[config.mk]
export PLATFORM = sky130hd
export DESIGN_NAME = expander_feeder_flat
export DESIGN_NICKNAME = d
export VERILOG_FILES = /design/src/rtl/expander_feeder_if.sv /design/src/rtl/expander_feeder.sv /design/src/flat_wrapper.sv
export SDC_FILE = /design/constraint.sdc
export NUM_CORES = 2
export LEC_CHECK = 0
export ABC_AREA = 0
export CAP_MARGIN = 20
export CELL_PAD_IN_SITES_DETAIL_PLACEMENT = 0
export CELL_PAD_IN_SITES_GLOBAL_PLACEMENT = 1
export CORE_AREA = 2 2 457 459
export CTS_BUF_LIST = sky130_fd_sc_hd__clkbuf_4 sky130_fd_sc_hd__clkbuf_8 sky130_fd_sc_hd__clkbuf_16
export DETAILED_ROUTE_END_ITERATION = 16
export DIE_AREA = 0 0 459 461
export PLACE_DENSITY = 0.68
export SYNTH_ARGS = -nofsm -noshare
export SYNTH_HDL_FRONTEND = slang
export SYNTH_SLANG_ARGS = --single-unit
[constraint.sdc]
create_clock -name clk_i -period 7.3 [get_ports clk_i]
set_clock_uncertainty 0.15 [all_clocks]
set_input_delay 1.095 -clock clk_i [delete_from_list [all_inputs] [get_ports clk_i]]
set_output_delay 1.095 -clock clk_i [all_outputs]
set_load 0.02 [all_outputs]
[src/rtl/expander_feeder_if.sv]
// rtl/expander_feeder_if.sv - word-load stream and run-side outputs of the SHA-256 expander feeder
interface expander_feeder_if;
    logic        wr_valid_i;
    logic        wr_ready_o;
    logic [31:0] wr_data_i;
    logic        wr_last_i;
    logic        send_o;
    logic [31:0] data_o;
    logic        run_o;
    logic [1:0]  lane_o;
    logic [5:0]  word_o;
    logic [3:0]  lane_mask_o;
    logic        done_o;

    // Feeder side: consumes the load stream, drives the run outputs.
    modport slave (
        input  wr_valid_i, wr_data_i, wr_last_i,
        output wr_ready_o, send_o, data_o, run_o, lane_o, word_o, lane_mask_o, done_o
    );

    // Host / expander side.
    modport master (
        output wr_valid_i, wr_data_i, wr_last_i,
        input  wr_ready_o, send_o, data_o, run_o, lane_o, word_o, lane_mask_o, done_o
    );
endinterface

[src/rtl/expander_feeder.sv]
// rtl/expander_feeder.sv - buffers up to 4 message blocks and replays them lane-interleaved to the expander
module expander_feeder #(
    parameter int LANES  = 4,
    parameter int WORDS  = 16,
    parameter int ROUNDS = 64
) (
    input  logic              clk_i,
    input  logic              rst_ni,
    expander_feeder_if.slave  bus
);
    localparam int DEPTH   = LANES * WORDS;
    localparam int RUN_LEN = LANES * ROUNDS;

    typedef enum logic [1:0] {
        S_LOAD,
        S_RUN,
        S_DONE
    } state_t;

    state_t      state;
    logic [31:0] mem [DEPTH];
    logic [4:0]  cnt [LANES];
    logic [5:0]  ptr;
    logic [7:0]  c;

    logic        accept;
    logic [1:0]  c_lane;
    logic [5:0]  c_word;
    logic [31:0] rd_word;
    logic        hit;
    logic [3:0]  mask_next;

    assign accept  = (state == S_LOAD) && bus.wr_ready_o && bus.wr_valid_i;
    assign c_lane  = c[1:0];
    assign c_word  = c[7:2];
    assign rd_word = mem[{c_lane, c_word[3:0]}];
    // Words beyond the lane's count were never written this load and must read as zero.
    assign hit     = c_word < {1'b0, cnt[c_lane]};

    // Lane occupancy including the word being accepted on the exit cycle.
    always_comb begin
        mask_next = '0;
        for (int l = 0; l < LANES; l++) begin
            mask_next[l] = (cnt[l] != 5'd0) || (ptr[5:4] == 2'(l));
        end
    end

    // Message buffer; contents need no reset because cnt gates every read.
    always_ff @(posedge clk_i) begin
        if (accept) begin
            mem[ptr] <= bus.wr_data_i;
        end
    end

    // Load/run/done sequencer with registered outputs aligned to the run counter.
    always_ff @(posedge clk_i or negedge rst_ni) begin
        if (!rst_ni) begin
            state           <= S_LOAD;
            ptr             <= '0;
            c               <= '0;
            for (int l = 0; l < LANES; l++) begin
                cnt[l] <= '0;
            end
            bus.wr_ready_o  <= 1'b0;
            bus.send_o      <= 1'b0;
            bus.data_o      <= '0;
            bus.run_o       <= 1'b0;
            bus.lane_o      <= '0;
            bus.word_o      <= '0;
            bus.lane_mask_o <= '0;
            bus.done_o      <= 1'b0;
        end else begin
            case (state)
                S_LOAD: begin
                    bus.done_o     <= 1'b0;
                    bus.wr_ready_o <= 1'b1;
                    if (accept) begin
                        cnt[ptr[5:4]] <= cnt[ptr[5:4]] + 5'd1;
                        ptr           <= ptr + 6'd1;
                        if (ptr == 6'(DEPTH - 1) || bus.wr_last_i) begin
                            state           <= S_RUN;
                            bus.wr_ready_o  <= 1'b0;
                            bus.lane_mask_o <= mask_next;
                            c               <= '0;
                        end
                    end
                end
                S_RUN: begin
                    bus.run_o  <= 1'b1;
                    bus.lane_o <= c_lane;
                    bus.word_o <= c_word;
                    // First 64 cycles present w0..w15; afterwards the expander self-feeds.
                    if (c < 8'(DEPTH)) begin
                        bus.send_o <= 1'b1;
                        bus.data_o <= hit ? rd_word : 32'd0;
                    end else begin
                        bus.send_o <= 1'b0;
                        bus.data_o <= '0;
                    end
                    c <= c + 8'd1;
                    if (c == 8'(RUN_LEN - 1)) begin
                        state <= S_DONE;
                    end
                end
                default: begin
                    bus.run_o  <= 1'b0;
                    bus.send_o <= 1'b0;
                    bus.data_o <= '0;
                    bus.lane_o <= '0;
                    bus.word_o <= '0;
                    bus.done_o <= 1'b1;
                    ptr        <= '0;
                    for (int l = 0; l < LANES; l++) begin
                        cnt[l] <= '0;
                    end
                    state      <= S_LOAD;
                end
            endcase
        end
    end
endmodule
[src/flat_wrapper.sv]
// flat-port wrapper written by rule: the top's interface ports become plain ports
module expander_feeder_flat 
#(
    parameter int LANES  = 4,
    parameter int WORDS  = 16,
    parameter int ROUNDS = 64
)
  (clk_i, rst_ni, bus_wr_valid_i, bus_wr_data_i, bus_wr_last_i, bus_wr_ready_o, bus_send_o, bus_data_o, bus_run_o, bus_lane_o, bus_word_o, bus_lane_mask_o, bus_done_o);
  expander_feeder_if bus_i ();
  input  logic clk_i;
  input  logic rst_ni;
  input wire logic [$bits(bus_i.wr_valid_i)-1:0] bus_wr_valid_i;
  input wire logic [$bits(bus_i.wr_data_i)-1:0] bus_wr_data_i;
  input wire logic [$bits(bus_i.wr_last_i)-1:0] bus_wr_last_i;
  output wire logic [$bits(bus_i.wr_ready_o)-1:0] bus_wr_ready_o;
  output wire logic [$bits(bus_i.send_o)-1:0] bus_send_o;
  output wire logic [$bits(bus_i.data_o)-1:0] bus_data_o;
  output wire logic [$bits(bus_i.run_o)-1:0] bus_run_o;
  output wire logic [$bits(bus_i.lane_o)-1:0] bus_lane_o;
  output wire logic [$bits(bus_i.word_o)-1:0] bus_word_o;
  output wire logic [$bits(bus_i.lane_mask_o)-1:0] bus_lane_mask_o;
  output wire logic [$bits(bus_i.done_o)-1:0] bus_done_o;
  assign bus_i.wr_valid_i = bus_wr_valid_i;
  assign bus_i.wr_data_i = bus_wr_data_i;
  assign bus_i.wr_last_i = bus_wr_last_i;
  assign bus_wr_ready_o = bus_i.wr_ready_o;
  assign bus_send_o = bus_i.send_o;
  assign bus_data_o = bus_i.data_o;
  assign bus_run_o = bus_i.run_o;
  assign bus_lane_o = bus_i.lane_o;
  assign bus_word_o = bus_i.word_o;
  assign bus_lane_mask_o = bus_i.lane_mask_o;
  assign bus_done_o = bus_i.done_o;
  expander_feeder #(.LANES(LANES), .WORDS(WORDS), .ROUNDS(ROUNDS)) u_core (.clk_i(clk_i), .rst_ni(rst_ni), .bus(bus_i));
endmodule
==> metrics.csv <==
stage,metric,value,unit
status,status,"finished, violations left",
status,failing checks,antenna violations,
sta,period utilisation layout,60.9,%
final_layout,post-route cell area,94300,um^2
final_layout,"Cell Count, Final, Fillers Out",7022,
worst_setup_path,Setup CP Type,in -> reg,
worst_setup_path,Worst R2R Setup Slack,2.97,ns
global_route,vias in the first global route,40305,
routing,per-cell routed wire length,31.2,um
worst_setup_path,WP data required,7.67,ns
sta,worst rel slew slack,27.6,%
floorplan,die span in y,461,um
global_route,pin count of the biggest net entering global routing,116,
routing,initial DRC count,5455,
synth,syn_nets,3980,
synth,Post-Synthesis Cells,3937,
placed_design,placed cell count,6614,
placed_design,PortBufs,83,
cts,Post-CTS Hold Buffers,0,
sta,min Tclk post-route,4.45,ns
placed_design,dpl hpwl,131000,um
placed_design,Place WS,2.03,ns
floorplan,Ports,84,
cts,CTS tree,done,
synth,Mapped Avg Cell Area,20.9,um^2
routing,vias per cell,5.84,
final_layout,share of post-route cells with drive strength above 1,24.4,%
cts,Inserted Clock Buffers,208,
cts,root buffer cell,clkbuf_16,
cts,clk slew on worst S/H paths,0.06,ns
routing,DR DRC count,0,
worst_setup_path,critical path arrival,4.82,ns
power,VDD IR max,0.353,mV
synth,predominant post-synthesis flop cell,edfxtp_1,
synth,Post-synth ARST share,3.94,%
sta,max-slew violations,0,
placed_design,Placed Area,87000,um^2
sta,RSZ-0062 raised after global routing,no,
worst_setup_path,worst r2r src,u_core.ptr[4],
worst_setup_path,CP peak stage delay,0.90,ns
final_layout,"most common cell after layout, fill and taps aside",edfxtp_1,
worst_setup_path,critical-path cell list,clkdlybuf4s50_1 -> nand2_1 -> nor3_2 -> nand3_1 -> nor2_4 -> buf_4,
sta,Tightest Pin Transition,1.08,ns
final_layout,Area Overhead vs Synth,14.6,%
synth,Post-Syn Area,82300,um^2
floorplan,core area,206000,um^2
routing,Routed Antenna Nets,1,
sta,setup ws final,2.85,ns
global_route,first-pass GRT wire length,309000,um
cts,Clock Latency Late Sink,0.85,ns
worst_setup_path,Setup crit start,bus_wr_valid_i,
power,Pleak,29.4,nW
final_layout,Final nets,4178,
global_route,grt total ovfl,0,
global_route,number of antenna violations at the first check in global routing,10,
synth,Syn. warnings,0,
cts,CTS sink count,2132,
synth,Post-synth EDFFs,2048,
floorplan,Rows,167,
floorplan,die area,212000,um^2
cts,H-tree lvl count,4,
sta,Fmax,225,MHz
power,Power Density,367,nW/um^2
cts,cts repair resizes,0,
final_layout,most frequent cells in the layout,"edfxtp_1, mux4_2, mux2i_1",
worst_setup_path,CP max FO,18,
run,max cap viols,0,
synth,dominant cells by area after synthesis,"edfxtp_1, mux4_2, mux2i_1",
synth,leading area contributor after synthesis,edfxtp_1,
sta,final hold viol count,0,
routing,drt total wl,219000,um
worst_setup_path,Setup crit end kind,flop,
worst_hold_path,Min-Delay Path Class,in -> async,
worst_setup_path,Crit-path slowest cell,nand3_1,
cts,clk buf depth,3,
floorplan,die width,459,um
placed_design,GPL Wtd Cong,0.846,
cts,setup bufs post-CTS,0,
synth,synth unique cells,55,
synth,"FF+latch count, synth",2132,
routing,number of iterations in the first detailed-routing pass,6,
global_route,total track usage,20.5,%
sta,Finish-stage setup viols,0,
synth,sequential fraction of the synthesis area,77.2,%
floorplan,Initial Util,39.9,%
synth,top cell type's share of synthesized area,74.7,%
routing,DR vias,40985,
sta,setup TNS,0,ns
worst_setup_path,CP Launch Type,primary input,
power,PnR Total Power,0.0346,W
[flip-flops by register name, summed over array words and instances (netlist names)]
register                count
u_core.bus.run_o            1
u_core.bus.word_o           6
u_core.c                    8
u_core.bus.send_o           1
u_core.bus.lane_mask_o      4
u_core.ptr                  6
u_core.cnt                 20
u_core.bus.done_o           1
u_core.bus.data_o          32
u_core.bus.lane_o           2
u_core.state                2
u_core.mem               2048
u_core.bus.wr_ready_o       1
[critical path, delay by kind of cell]
family	cells	cell delay, ns
and+or+nand+nor	4	2.75
buffers and inverters	2	0.94
[report_power, final]
group / internal (W) / switching [W] / leakage [nW] / total (W)
Sequential: 0.0136 / 0.000580 / 19.5 / 0.0142
Clock: 0.00633 / 0.00457 / 3.48 / 0.0109
Combinational: 0.00372 / 0.00578 / 6.46 / 0.00950
Total: 0.0237 / 0.0109 / 29.4 / 0.0346
[kinds of logic (layout without fill, tap and decap cells)]
group / after synthesis / count (layout) / synth area share (%)
flip-flops: 2132 / 2132 / 77.2
AND/OR/NAND/NOR: 383 / 383 / 2.24
other: 0 / 9 / 0
XOR/XNOR: 17 / 17 / 0.181
AO/OA/AOI/OAI: 391 / 391 / 3.48
buffers and inverters: 247 / 619 / 1.37
adder cells (fa/ha/maj): 7 / 7 / 0.106
multiplexers: 760 / 760 / 15.4
[worst paths after layout]
check,endpoint,cells after the start
worst max register to register,u_core.mem[53][17],4
max in group asynchronous,u_core.c[3],2
min in group clk_i,u_core.bus.done_o,1
worst max-delay path,u_core.mem[33][31],6
worst min-delay path,u_core.bus.data_o[26],1
worst min register to register,u_core.bus.done_o,1
[area by class of cell]
| cell class | count | area, um^2 |
|---|---|---|
| fillers | 17188 | 112000 |
| well taps | 2704 | 3380 |
| multi-input cells | 1558 | 18100 |
| inverters | 9 | 33.8 |
| flip-flops and latches | 2132 | 63600 |
| diodes | 9 | 22.5 |
| clock buffers | 265 | 5760 |
| clock inverters | 119 | 1210 |
| repair buffers | 226 | 2150 |
[layer usage]
metal | up-vias | part of all wire, % | GRT usage, % | routed length (um)
li1 | 16876 | - | - | -
met1 | 22007 | 42 | 29.4 | 91600
met2 | 1814 | 47 | 32.3 | 104000
met3 | 284 | 8.6 | 4.27 | 18800
met4 | 4 | 2.3 | 4.93 | 5030
met5 | - | 0.011 | 0 | 25
[cell usage after synthesis (all sizes together) (15+ instances only)]
| library cell | count |
|---|---|
| a22oi | 196 |
| nand2 | 72 |
| nor3 | 15 |
| dfrtp | 84 |
| o2111a | 19 |
| a221oi | 21 |
| edfxtp | 2048 |
| mux4 | 400 |
| mux2i | 317 |
| or3 | 19 |
| nand3 | 70 |
| nand4 | 16 |
| nor2 | 125 |
| nand3b | 15 |
| buf | 131 |
| clkbuf | 107 |
| a211oi | 17 |
| o22ai | 50 |
| mux2 | 43 |
| o21ai | 16 |
| a21oi | 37 |
[metrics by stage]
step           utilization (%)  hold slack [ns]
6_report                  45.7            0.102
4_1_cts                   45.5           0.0513
2_1_floorplan                -            0.361
3_5_place_dp              42.1            0.320
3_3_place_gp              42.1            0.316
5_1_grt                   45.7           0.0825
Power figures use the tool's default switching activity.
